$ cat src/rtl/baud_pkg.sv
// Shared constants for the fractional baud generator.
// CLK_HZ plus the default divisor (54 + 4/16 clocks per oversample tick gives
// 115200 baud x16 at 100 MHz), the default oversample ratio and default widths.
package baud_pkg;

  localparam int unsigned CLK_HZ       = 100_000_000;
  localparam int unsigned DEF_DIV_INT  = 54;
  localparam int unsigned DEF_DIV_FRAC = 4;
  localparam int unsigned DEF_OVS      = 16;
  localparam int unsigned DEF_CNT_W    = 16;
  localparam int unsigned DEF_FRAC_W   = 4;

  // Shortest oversample period the counter can produce.
  localparam int unsigned MIN_PERIOD   = 2;

endpackage

$ cat src/rtl/frac_acc.sv
// Fractional divisor accumulator.
// On every step the fraction is added into acc modulo 2^FRAC_W; the carry-out
// is held in carry for exactly one following period (until the next step).
// Ports:
//   clock  - rising-edge clock
//   reset  - synchronous active-high reset (acc = 0, carry = 0)
//   step   - one-cycle strobe, accumulate frac
//   frac   - fractional increment in units of 1/2^FRAC_W
//   clear  - synchronous clear of acc and carry (phase realignment)
//   carry  - stretch the next period by one clock
module frac_acc #(
  parameter int unsigned FRAC_W = 4
) (
  input  logic              clock,
  input  logic              reset,
  input  logic              step,
  input  logic [FRAC_W-1:0] frac,
  input  logic              clear,
  output logic              carry
);

  logic [FRAC_W-1:0] acc_q, acc_d;
  logic              carry_q, carry_d;

  always_comb begin
    acc_d   = acc_q;
    carry_d = carry_q;
    if (clear) begin
      acc_d   = '0;
      carry_d = 1'b0;
    end else if (step) begin
      {carry_d, acc_d} = {1'b0, acc_q} + {1'b0, frac};
    end
  end

  always_ff @(posedge clock) begin
    if (reset) begin
      acc_q   <= '0;
      carry_q <= 1'b0;
    end else begin
      acc_q   <= acc_d;
      carry_q <= carry_d;
    end
  end

  assign carry = carry_q;

endmodule

$ cat src/rtl/frac_baud_gen.sv
// Fractional-N baud rate generator with oversample, midpoint and bit strobes.
// Mean oversample period is active_int + active_frac/2^FRAC_W clocks; the
// fraction is dithered in by stretching single periods by one clock.
// Ports:
//   clock, reset        - rising-edge clock, synchronous active-high reset
//   enable              - count when high; freeze all state and ticks when low
//   restart             - realign bit phase (counter, accumulator, phase to 0)
//   load                - capture div_int/div_frac into the pending shadow
//   div_int, div_frac   - new divisor, integer and fractional parts
//   tick_ovs            - oversample tick
//   tick_mid, tick_bit  - tick_ovs at bit midpoint / last slot of the bit
//   phase               - oversample slot within the bit
//   cfg_pending         - a loaded divisor is waiting to be applied
// OVS must be a power of two >= 4 so phase wraps naturally.
module frac_baud_gen
  import baud_pkg::*;
#(
  parameter int unsigned CNT_W  = DEF_CNT_W,
  parameter int unsigned FRAC_W = DEF_FRAC_W,
  parameter int unsigned OVS    = DEF_OVS
) (
  input  logic                    clock,
  input  logic                    reset,
  input  logic                    enable,
  input  logic                    restart,
  input  logic                    load,
  input  logic [CNT_W-1:0]        div_int,
  input  logic [FRAC_W-1:0]       div_frac,
  output logic                    tick_ovs,
  output logic                    tick_mid,
  output logic                    tick_bit,
  output logic [$clog2(OVS)-1:0]  phase,
  output logic                    cfg_pending
);

  localparam int unsigned PhW = $clog2(OVS);
  // One extra bit so active_int = 2^CNT_W-1 plus a carry still fits.
  localparam int unsigned PW  = CNT_W + 1;

  logic [CNT_W-1:0]  act_int_q, pend_int_q;
  logic [FRAC_W-1:0] act_frac_q, pend_frac_q;
  logic              pend_q;
  logic [PW-1:0]     cnt_q, cnt_d;
  logic [PW-1:0]     eff_int, period;
  logic [PhW-1:0]    phase_q, phase_d;
  logic              carry;
  logic              tick;
  logic              apply;

  // Divisors below the minimum are clamped rather than rejected.
  assign eff_int = (act_int_q < CNT_W'(MIN_PERIOD)) ? PW'(MIN_PERIOD) : {1'b0, act_int_q};
  assign period  = eff_int + PW'(carry);

  assign tick  = enable & ~restart & ~reset & (cnt_q == period);
  // Disabled generator has no period boundary to wait for, so apply at once.
  assign apply = pend_q & (tick | ~enable);

  frac_acc #(
    .FRAC_W (FRAC_W)
  ) u_frac_acc (
    .clock (clock),
    .reset (reset),
    .step  (tick),
    .frac  (act_frac_q),
    .clear (restart),
    .carry (carry)
  );

  always_comb begin
    cnt_d   = cnt_q;
    phase_d = phase_q;
    if (restart) begin
      cnt_d   = PW'(1);
      phase_d = '0;
    end else if (tick) begin
      cnt_d   = PW'(1);
      phase_d = phase_q + PhW'(1);
    end else if (enable) begin
      cnt_d   = cnt_q + PW'(1);
    end
  end

  always_ff @(posedge clock) begin
    if (reset) begin
      cnt_q   <= PW'(1);
      phase_q <= '0;
    end else begin
      cnt_q   <= cnt_d;
      phase_q <= phase_d;
    end
  end

  // Config shadow: the active divisor only changes on a period boundary, and a
  // load in the same cycle as that boundary waits for the next one.
  always_ff @(posedge clock) begin
    if (reset) begin
      act_int_q   <= CNT_W'(DEF_DIV_INT);
      act_frac_q  <= FRAC_W'(DEF_DIV_FRAC);
      pend_int_q  <= CNT_W'(DEF_DIV_INT);
      pend_frac_q <= FRAC_W'(DEF_DIV_FRAC);
      pend_q      <= 1'b0;
    end else begin
      if (apply) begin
        act_int_q  <= pend_int_q;
        act_frac_q <= pend_frac_q;
      end
      if (load) begin
        pend_int_q  <= div_int;
        pend_frac_q <= div_frac;
      end
      pend_q <= load | (pend_q & ~apply);
    end
  end

  assign tick_ovs    = tick;
  assign tick_bit    = tick & (phase_q == PhW'(OVS - 1));
  assign tick_mid    = tick & (phase_q == PhW'(OVS / 2 - 1));
  assign phase       = phase_q;
  assign cfg_pending = pend_q;

endmodule

$ cat config.mk
export PLATFORM = sky130hd
export DESIGN_NAME = frac_baud_gen
export DESIGN_NICKNAME = d
export VERILOG_FILES = /design/src/rtl/baud_pkg.sv /design/src/rtl/frac_acc.sv /design/src/rtl/frac_baud_gen.sv
export SDC_FILE = /design/constraint.sdc
export NUM_CORES = 1
export LEC_CHECK = 0
export ABC_AREA = 0
export BUFFER_PORTS_ARGS = -buffer_cell sky130_fd_sc_hd__buf_2
export CELL_PAD_IN_SITES_DETAIL_PLACEMENT = 0
export CELL_PAD_IN_SITES_GLOBAL_PLACEMENT = 1
export CORE_MARGIN = 3
export CORE_UTILIZATION = 46
export DETAILED_ROUTE_END_ITERATION = 6
export PLACE_DENSITY = 0.89
export REMOVE_ABC_BUFFERS = 1
export SLEW_MARGIN = 20
export SYNTH_ARGS = -nofsm -noshare
export SYNTH_HDL_FRONTEND = slang
export SYNTH_HIERARCHICAL = 1
export SYNTH_SLANG_ARGS = --single-unit
$ cat constraint.sdc
create_clock -name clock -period 4.45 [get_ports clock]
set_clock_uncertainty 0.05 [all_clocks]
set_input_delay 0.445 -clock clock [delete_from_list [all_inputs] [get_ports clock]]
set_output_delay 0.445 -clock clock [all_outputs]
set_load 0.1 [all_outputs]
==> run summary, run 1 <==
Hold Buf Count CTS: 0
Clock Pin Slew Worst Setup and Hold Paths: 0.08 ns
Worst slew margin: 44.8%
Peak VDD IR: 0.203 mV
clk sinks: 67
ys async rst share: 0%
worst skew pair latency: 0.34 ns
core area: 0.00838 mm2
Placement Cell Area: 0.00427 mm2
Post-route DRC: 0
setup bufs post-CTS: 0
power per cell area: 291 mW/mm2
Num CTS Buffers: 9
slowest cell on the critical path: or3b_2
Die Y: 99.9 um
Pins Over Slew Limit: 0
unrepaired setup endpoints after global routing: no
via/cell ratio: 5.94
vias in the first global route: 3370
Buffers on Ports: 32
CTS max path bufs: 2
Final Hold Viols: 0
endpoint class of the critical path: output port
Setup Crit Path Kind: register to output port
global-route wire length before repair: 16400 um
fillcell total: 799
#FFs+latches synth: 67
layout cell share with drive strength beyond 1: 15.6%
hold crit path type: input port to register
post-route setup slack: 0.280 ns
routability congestion estimate: 0.857
Min Clock Period, post-route: 4.17 ns
worst slew pin tran: 0.829 ns
WP buf/inv: 1
cell mode on critical path: ha_1
commonest non-fill, non-tap cell in the layout: dfxtp_1
fin nets: 522
die area: 0.00997 mm2
Worst EP arrival: 3.67 ns
P_leak: 1.60 nW
wire length per cell: 16.0 um
post-synthesis sequential area ratio: 33.1%
setup TNS: 0 ns
mapped cell area: 0.00405 mm2
Max-Cap Viols: 0
delay-heaviest family, CP: simple AND/OR/NAND/NOR gates
final setup vio count: 0
DRT iter0 DRCs: 244
sequence of cells on the critical path: nor4_1 > nand4_1 > and2_1 > ha_1 > ha_1 > nand3_4 > xnor2_1 > or3b_2 > a211oi_2 > o2111ai_2 > nor2_2 > and4b_1 > buf_12
CP required: 3.95 ns
Pre-antenna DRT Iters: 4
antenna violations before repair: 0
Pwr Total: 1.32 mW
starting density of the core: 48.4%
die width: 99.9 um
largest net degree at the start of global routing: 91
CP max stage delay: 0.49 ns
# diodes: 0
Routed Antenna Nets: 0
Mapped Avg Cell Area: 8.50 um2
CTS tree: yes
most frequent cells in the layout: dfxtp_1 (63), nand2_1 (35), buf_2 (29), nor2_1 (27)
Distinct cells, synth: 56
post-DP HPWL: 6530 um
total number of yosys warnings: 6
commonest register cell after synthesis: dfxtp_1
Post-synth EDFFs: 0
crit path max fanout: 9
Layout area overhead: 11.8%
outcome: finished, final reports clean
H-Tree Depth: 3
Final Cell Area: 0.00453 mm2
Gate Count Post-Synth: 477
GRT overflow: 0
CP startpoint kind: register
via count: 3555
post-place setup slack: 0.467 ns
period utilization: 93.7%
number of cell rows: 33
Max Fclk: 0.240 GHz
All-Layer GR Usage: 20.1%
# IOs: 33
CTS root buf: clkbuf_8
final wirelength: 9590 um
==> final timing paths <==
path / startpoint / to / slack [ns] / depth (start not counted)
max: act_int_q[3] / tick_mid / 0.28 / 13
min: div_frac[2] / pend_frac_q[2] / 0.25 / 2
max reg2reg: act_int_q[3] / u_frac_acc/acc_q[3] / 0.59 / 15
min reg2reg: phase[3] / phase[3] / 0.46 / 2
==> synthesized netlist by cell type, drive strengths merged, types with 14 or more instances <==
library cell  instances  area [um2]
dfxtp                67        1340
nand2                35         131
nor2                 29         109
clkbuf               26        97.6
nand4                23         150
nor2b                22         138
nor3                 22         110
xnor2                22         193
mux2i                20         200
nor3b                20         150
a31oi                19         119
xor2                 17         149
o311ai               16         140
buf                  14        95.1
==> power by group <==
part,total [mW],leakage [nW],switching (mW),internal (mW)
logic,0.122,0.951,0.0730,0.0485
clock network,0.558,0.106,0.241,0.317
registers,0.642,0.547,0.0228,0.619
total,1.32,1.60,0.337,0.984
==> final cells by class <==
type	instances	area, um2	share of cell area (%)
timing repair buffer	40	265	5.85
sequential	67	1350	29.7
inverter	9	33.8	0.745
tap	105	131	2.90
clock buffer	10	128	2.82
clock inverter	6	90.1	1.99
multi-input combinational	361	2540	56.0
==> kinds of logic after synthesis <==
kind of cell | Yosys count | synth area share, %
adder cells (fa/ha/maj) | 9 | 2.96
flip-flops | 67 | 33.1
multiplexers | 20 | 4.94
AND/OR/NAND/NOR | 206 | 29.1
AO/OA/AOI/OAI | 87 | 15.9
buffers and inverters | 49 | 5.59
XOR/XNOR | 39 | 8.43
==> metal layers <==
layer,up-vias,GRT usage (%),routed length (um)
li1,1789,-,-
met1,1676,29.0,4630
met2,81,30.3,4390
met3,9,3.20,467
met4,0,7.56,106
met5,-,0,0
==> worst reg2reg max path: cells and delay by family (launching register included) <==
kind / cells / cell delay (ns)
buf+inv: 1 / 0.20
flops: 1 / 0.37
simple gates: 8 / 1.97
xor+xnor: 1 / 0.09
compound gates: 3 / 0.65
fa+ha+maj: 2 / 0.47
==> metrics by stage <==
| stage | util (%) | hold WS [ns] | std cells |
|---|---|---|---|
| 2_1_floorplan | - | 0.425 | 437 |
| 5_1_grt | 54.1 | 0.245 | 598 |
| 3_5_place_dp | 50.9 | 0.453 | 582 |
| 3_3_place_gp | 50.9 | 0.422 | 582 |
| 4_1_cts | 53.5 | 0.244 | 598 |
| 6_report | 54.1 | 0.254 | 598 |
==> state kept, by name, summed over array words and instances (netlist names) <==
register	cells
u_frac_acc/carry	1
act_int_q	16
pend_frac_q	4
phase	4
act_frac_q	4
cfg_pending	1
cnt_q	17
u_frac_acc/acc_q	4
pend_int_q	16
==> what timing repair did <==
| action | CTS | global route |
|---|---|---|
| setup endpoints to repair | 0 | 3 |
| endpoints found under the hold margin | 0 | 0 |
| gates resized for setup | 0 | 11 |
(Power assumes the default switching activity.)
==> run 2, diff against run 1 <==
CORE_UTILIZATION = 47   (was 46)
CTS_BUF_LIST = sky130_fd_sc_hd__clkbuf_4   (was unset)
PLACE_DENSITY = 0.91   (was 0.89)
==> run 2 against run 1 <==
Count of clock-buffer cells in the layout unchanged; clock power decreased by 34%; worst setup slack got worse by 0.019 ns; global-route usage increased by 0.19 points; cell area decreased by 1.1%; critical path type unchanged; critical endpoint unchanged.
==> run summary, run 2 (synthesis gave the netlist of run 1 again) <==
H-Tree Depth: 3 (unchanged)
routability congestion estimate: 0.860 (+0.27%)
hold crit path type: input port to register
# IOs: 33 (unchanged)
biggest regs: cnt_q (17), act_int_q (16), pend_int_q (16)
clk sinks: 67 (unchanged)
Routed Antenna Nets: 0 (unchanged)
CP max stage delay: 0.48 ns (about the same)
die width: 98.9 um (-1.0%)
Worst EP arrival: 3.69 ns (+0.02 ns)
Hold WS: 0.145 ns (-0.109 ns)
All-Layer GR Usage: 20.3% (+0.19 points)
CP startpoint kind: register
die area: 0.00977 mm2 (-2.0%)
crit path max fanout: 12 (+3)
antenna violations before repair: 0 (unchanged)
Layout area overhead: 10.6%
period utilization: 94.1% (+0.42 points)
Min Clock Period, post-route: 4.19 ns (+0.0189 ns)
worst slew pin tran: 0.835 ns (+0.00671 ns)
Clock Pin Slew Worst Setup and Hold Paths: 0.13 ns (+0.05 ns)
global-route wire length before repair: 16400 um (-0.25%)
post-route setup slack: 0.262 ns (-0.0189 ns)
CTS max path bufs: 2 (unchanged)
Pre-antenna DRT Iters: 5 (+1)
post-DP HPWL: 6620 um (+1.3%)
number of cell rows: 33 (unchanged)
final setup vio count: 0 (unchanged)
fin nets: 524 (+0.38%)
Placement Cell Area: 0.00427 mm2 (unchanged)
DRT iter0 DRCs: 191 (-22%)
P_leak: 1.57 nW (-2.2%)
Worst slew margin: 44.3% (-0.45 points)
Buffers on Ports: 32 (unchanged)
endpoint class of the critical path: output port
outcome: finished, final reports clean
slowest cell on the critical path: or3b_2
worst skew pair latency: 0.44 ns (+0.10 ns)
Setup Crit Path Kind: register to output port
CTS tree: yes
Largest register FFs: 17 (unchanged)
starting density of the core: 48.8% (+0.48 points)
fillcell total: 786 (-1.6%)
post-place setup slack: 0.496 ns (+0.0295 ns)
power per cell area: 253 mW/mm2 (-13%)
vias in the first global route: 3373 (+0.089%)
Layout Cells excl Fill: 600 (+0.33%)
layout cell share with drive strength beyond 1: 16.6% (+0.95 points)
Hold Buf Count CTS: 0 (unchanged)
# diodes: 0 (unchanged)
final wirelength: 9680 um (+0.99%)
most frequent cells in the layout: dfxtp_1 (62), nand2_1 (35), buf_2 (29), nor2_1 (27)
Die Y: 98.9 um (-1.0%)
GRT overflow: 0 (unchanged)
Final Hold Viols: 0 (unchanged)
Num CTS Buffers: 9 (unchanged)
wire length per cell: 16.1 um (+0.65%)
Max Fclk: 0.239 GHz (-0.45%)
via/cell ratio: 5.99 (+0.76%)
Post-route DRC: 0 (unchanged)
commonest non-fill, non-tap cell in the layout: dfxtp_1
final core occ: 54.0% (-0.080 points)
core area: 0.00830 mm2 (-0.99%)
Pins Over Slew Limit: 0 (unchanged)
CP required: 3.95 ns (about the same)
Cells after DPL: 582 (unchanged)
Max-Cap Viols: 0 (unchanged)
CTS root buf: clkbuf_4
via count: 3594 (+1.1%)
largest net degree at the start of global routing: 91 (unchanged)
Biggest register: cnt_q
Final Cell Area: 0.00448 mm2 (-1.1%)
Peak VDD IR: 0.198 mV (-2.5%)
sequence of cells on the critical path: nor4_4 > nand4_1 > and2_1 > ha_1 > ha_2 > nand3_4 > xnor2_1 > or3b_2 > a211oi_2 > o2111ai_2 > nor2_2 > and4b_1 > buf_12
run 2: cell types whose count changed in the layout (fill, tap and decap cells not counted), sizes merged:
cell / before / now
bufinv: 2 / 0
clkinvlp: 1 / 3
inv: 9 / 11
clkinv: 3 / 1
buf: 40 / 42
run 2: final cells by class:
| class | count | area [um2] | share of cell area (%) |
|---|---|---|---|
| multi-input combinational | 361 | 2560 | 57.1 |
| sequential | 67 | 1350 | 30.2 |
| timing repair buffer | 42 | 280 | 6.26 |
| tap | 105 | 131 | 2.93 |
| clock buffer | 10 | 75.1 | 1.68 |
| clock inverter | 6 | 48.8 | 1.09 |
| inverter | 9 | 33.8 | 0.754 |
run 2: worst paths after layout:
kind	from	to	slack (ns)	cells after the start
worst max-delay path	act_int_q[8]	tick_mid	0.26	13
worst min-delay path	div_int[5]	pend_int_q[5]	0.15	2
worst max register to register	act_int_q[8]	u_frac_acc/acc_q[3]	0.67	15
worst min register to register	phase[3]	phase[3]	0.46	2
run 2: repair_timing:
item | 4_1_cts | 5_1_grt
gates resized for setup | 0 | 17
hold endpoints to repair | 0 | 0
endpoints found under the setup margin | 0 | 3
setup buffers | 0 | 2
run 2: through the flow:
stage,TNS (ns),total power [mW]
floorplan,-3.71,0.718
global placement,0,0.770
detailed placement,0,0.774
CTS,0,1.14
global route,-0.0519,1.18
finish,0,1.13
run 2: worst max-delay path, delay by kind of cell (launching register included):
| kind | cells | cell delay (ns) |
|---|---|---|
| flip-flops | 1 | 0.41 |
| buffers and inverters | 1 | 0.19 |
| AND/OR/NAND/NOR | 7 | 1.70 |
| XOR/XNOR | 1 | 0.09 |
| adder cells (fa/ha/maj) | 2 | 0.43 |
| AO/OA/AOI/OAI | 2 | 0.43 |
run 2: where the power goes:
group / switching, mW / internal (mW)
Combinational: 0.0730 / 0.0492
Clock: 0.243 / 0.125
Sequential: 0.0235 / 0.618
run 2: metal layers:
layer | track usage [%] | part of all wire [%] | vias to the layer above
met5 | 0 | 0 | -
met4 | 8.40 | 1.5 | 0
met1 | 27.1 | 46 | 1687
met3 | 5.02 | 5.6 | 13
li1 | - | - | 1799
met2 | 31.4 | 46 | 95
==> run 3, diff against run 2 <==
CAP_MARGIN = 20   (was unset)
CELL_PAD_IN_SITES_GLOBAL_PLACEMENT = 2   (was 1)
CORE_UTILIZATION = 38   (was 47)
MAX_ROUTING_LAYER = met4   (was unset)
==> run 3 against run 2 <==
Worst hold slack got worse by 0.0055 ns; total power rose by 1.6%; clock power up 4%.
==> run summary, run 3 (synthesis gave the netlist of run 1 again) <==
sw power: 0.356 mW (+5.0%)
Max-Cap Viols: 0 (unchanged)
P_leak: 1.58 nW (+0.44%)
die area: 0.0119 mm2 (+22%)
# IOs: 33 (unchanged)
setup TNS: 0 ns (unchanged)
Die Y: 109 um (+11%)
sequence of cells on the critical path: nor3_2 > nand4_1 > and2_1 > ha_1 > ha_2 > nand3_4 > nor4_2 > nand4_1 > xor2_1 > o2111ai_2 > nor2_2 > and4b_1 > buf_12
Layout area overhead: 11.6%
unrepaired setup endpoints after global routing: no
endpoint class of the critical path: output port
post-place setup slack: 0.452 ns (-0.0443 ns)
antenna violations before repair: 0 (unchanged)
vias in the first global route: 3501 (+3.8%)
Worst EP arrival: 3.68 ns (about the same)
worst slew pin tran: 0.813 ns (-0.0223 ns)
CTS root buf: clkbuf_4
Multi-input gate area: 0.00255 mm2 (-0.34%)
biggest regs: cnt_q (17), act_int_q (16), pend_int_q (16)
largest net degree at the start of global routing: 88 (-3.3%)
final setup vio count: 0 (unchanged)
via count: 3639 (+1.3%)
crit path max fanout: 9 (-3)
worst skew pair latency: 0.45 ns (about the same)
All-Layer GR Usage: 19.7% (-0.69 points)
Worst slew margin: 45.8% (+1.5 points)
die width: 109 um (+11%)
fillcell total: 1082 (+38%)
CP startpoint kind: register
commonest non-fill, non-tap cell in the layout: dfxtp_1
routability congestion estimate: 0.874 (+1.7%)
outcome: finished, final reports clean
Buffers on Ports: 32 (unchanged)
reg2reg path depth: 15 (unchanged)
Clock Pin Slew Worst Setup and Hold Paths: 0.14 ns (about the same)
wire length per cell: 16.7 um (+3.6%)
layout cell share with drive strength beyond 1: 17.5% (+0.97 points)
FF/Latch Area: 0.00136 mm2 (+0.28%)
CP max stage delay: 0.52 ns (+0.04 ns)
Largest register FFs: 17 (unchanged)
GRT overflow: 0 (unchanged)
Post-route DRC: 0 (unchanged)
Hold Buf Count CTS: 0 (unchanged)
Routed Antenna Nets: 0 (unchanged)
switch share: 31.0% (+1.0 points)
hold crit path type: input port to register
CP required: 3.95 ns (about the same)
Peak VDD IR: 0.128 mV (-35%)
WP buf/inv: 1 (unchanged)
post-route setup slack: 0.271 ns (+0.00892 ns)
Num CTS Buffers: 9 (unchanged)
post-DP HPWL: 7110 um (+7.5%)
final wirelength: 10600 um (+9.1%)
Max Fclk: 0.239 GHz (+0.21%)
Worst Hold Depth: 2 (unchanged)
# diodes: 0 (unchanged)
Biggest register: cnt_q
Pins Over Slew Limit: 0 (unchanged)
delay-heaviest family, CP: simple AND/OR/NAND/NOR gates
power per cell area: 254 mW/mm2 (+0.66%)
Flop pwr share: 56.1% (-0.6 points)
CTS tree: yes
number of cell rows: 37 (+12%)
global-route wire length before repair: 18000 um (+9.5%)
core area: 0.0104 mm2 (+25%)
Setup Crit Path Kind: register to output port
cell mode on critical path: nand4_1
period utilization: 93.9% (-0.20 points)
Min Clock Period, post-route: 4.18 ns (-0.00892 ns)
part of the power in combinational logic: 10.5% (-0.3 points)
final core occ: 43.6% (-10 points)
Int Pwr: 0.794 mW (+0.16%)
via/cell ratio: 5.76 (-3.9%)
DRT iter0 DRCs: 146 (-24%)
starting density of the core: 39.1% (-9.8 points)
Final Hold Viols: 0 (unchanged)
fin nets: 525 (+0.19%)
most frequent cells in the layout: dfxtp_1 (59), nand2_1 (35), buf_2 (29), nor2_1 (27)
Pre-antenna DRT Iters: 4 (-1)
Clock power frac: 33.4% (+0.9 points)
clk sinks: 67 (unchanged)
slowest cell on the critical path: dfxtp_1
Worst path depth: 13 (unchanged)
H-Tree Depth: 3 (unchanged)
CTS max path bufs: 2 (unchanged)
Pwr Total: 1.15 mW (+1.6%)
## run 3: cell types whose count changed in the layout (fill, tap and decap cells not counted), moves of 2 or more
| cell | change |
|---|---|
| nor4_4 | -2 |
| nor4_2 | +3 |
| dfxtp_2 | +3 |
| dfxtp_1 | -3 |
## run 3: layer usage
metal | vias up | share of wire, % | track usage (%)
met5 | - | 0 | -
met2 | 70 | 45 | 29.0
met3 | 16 | 4.2 | 3.79
met4 | 0 | 1.8 | 6.59
li1 | 1808 | - | -
met1 | 1745 | 49 | 26.9
## run 3: layout make-up
cell class | count | share of cell area (%)
Timing Repair Buffer | 43 | 6.36
Tap cell | 136 | 3.76
Multi-Input combinational cell | 361 | 56.4
Clock inverter | 6 | 1.11
Sequential cell | 67 | 30.0
Clock buffer | 10 | 1.66
Inverter | 9 | 0.747
## run 3: path summary, 6_finish.rpt
path | slack [ns] | startpoint | to
worst max-delay path | 0.27 | act_int_q[11] | tick_mid
worst min-delay path | 0.14 | div_frac[2] | pend_frac_q[2]
worst max register to register | 0.69 | act_int_q[11] | u_frac_acc/acc_q[3]
worst min register to register | 0.46 | phase[3] | phase[3]
## run 3: timing repair
| action | CTS | global route |
|---|---|---|
| pin swaps | 1 | 2 |
| setup buffers | 0 | 2 |
| resized for setup | 1 | 19 |
| endpoints found under the setup margin | 1 | 3 |
## run 3: stage by stage
step,cell area [um2],hold WS (ns),cells
final,4520,0.140,632
after global placement,4310,0.436,614
after detailed placement,4310,0.450,614
after CTS,4450,0.119,630
after floorplan,3860,0.425,437
after global routing,4520,0.115,632
## run 3: power by group through the flow
stage | combinational (mW) | sequential [mW] | clock (mW)
finish | 0.121 | 0.645 | 0.384
global route | 0.136 | 0.649 | 0.431
CTS | 0.121 | 0.645 | 0.398
detailed placement | 0.120 | 0.658 | 0
global placement | 0.118 | 0.657 | 0
floorplan | 0.0625 | 0.655 | 0
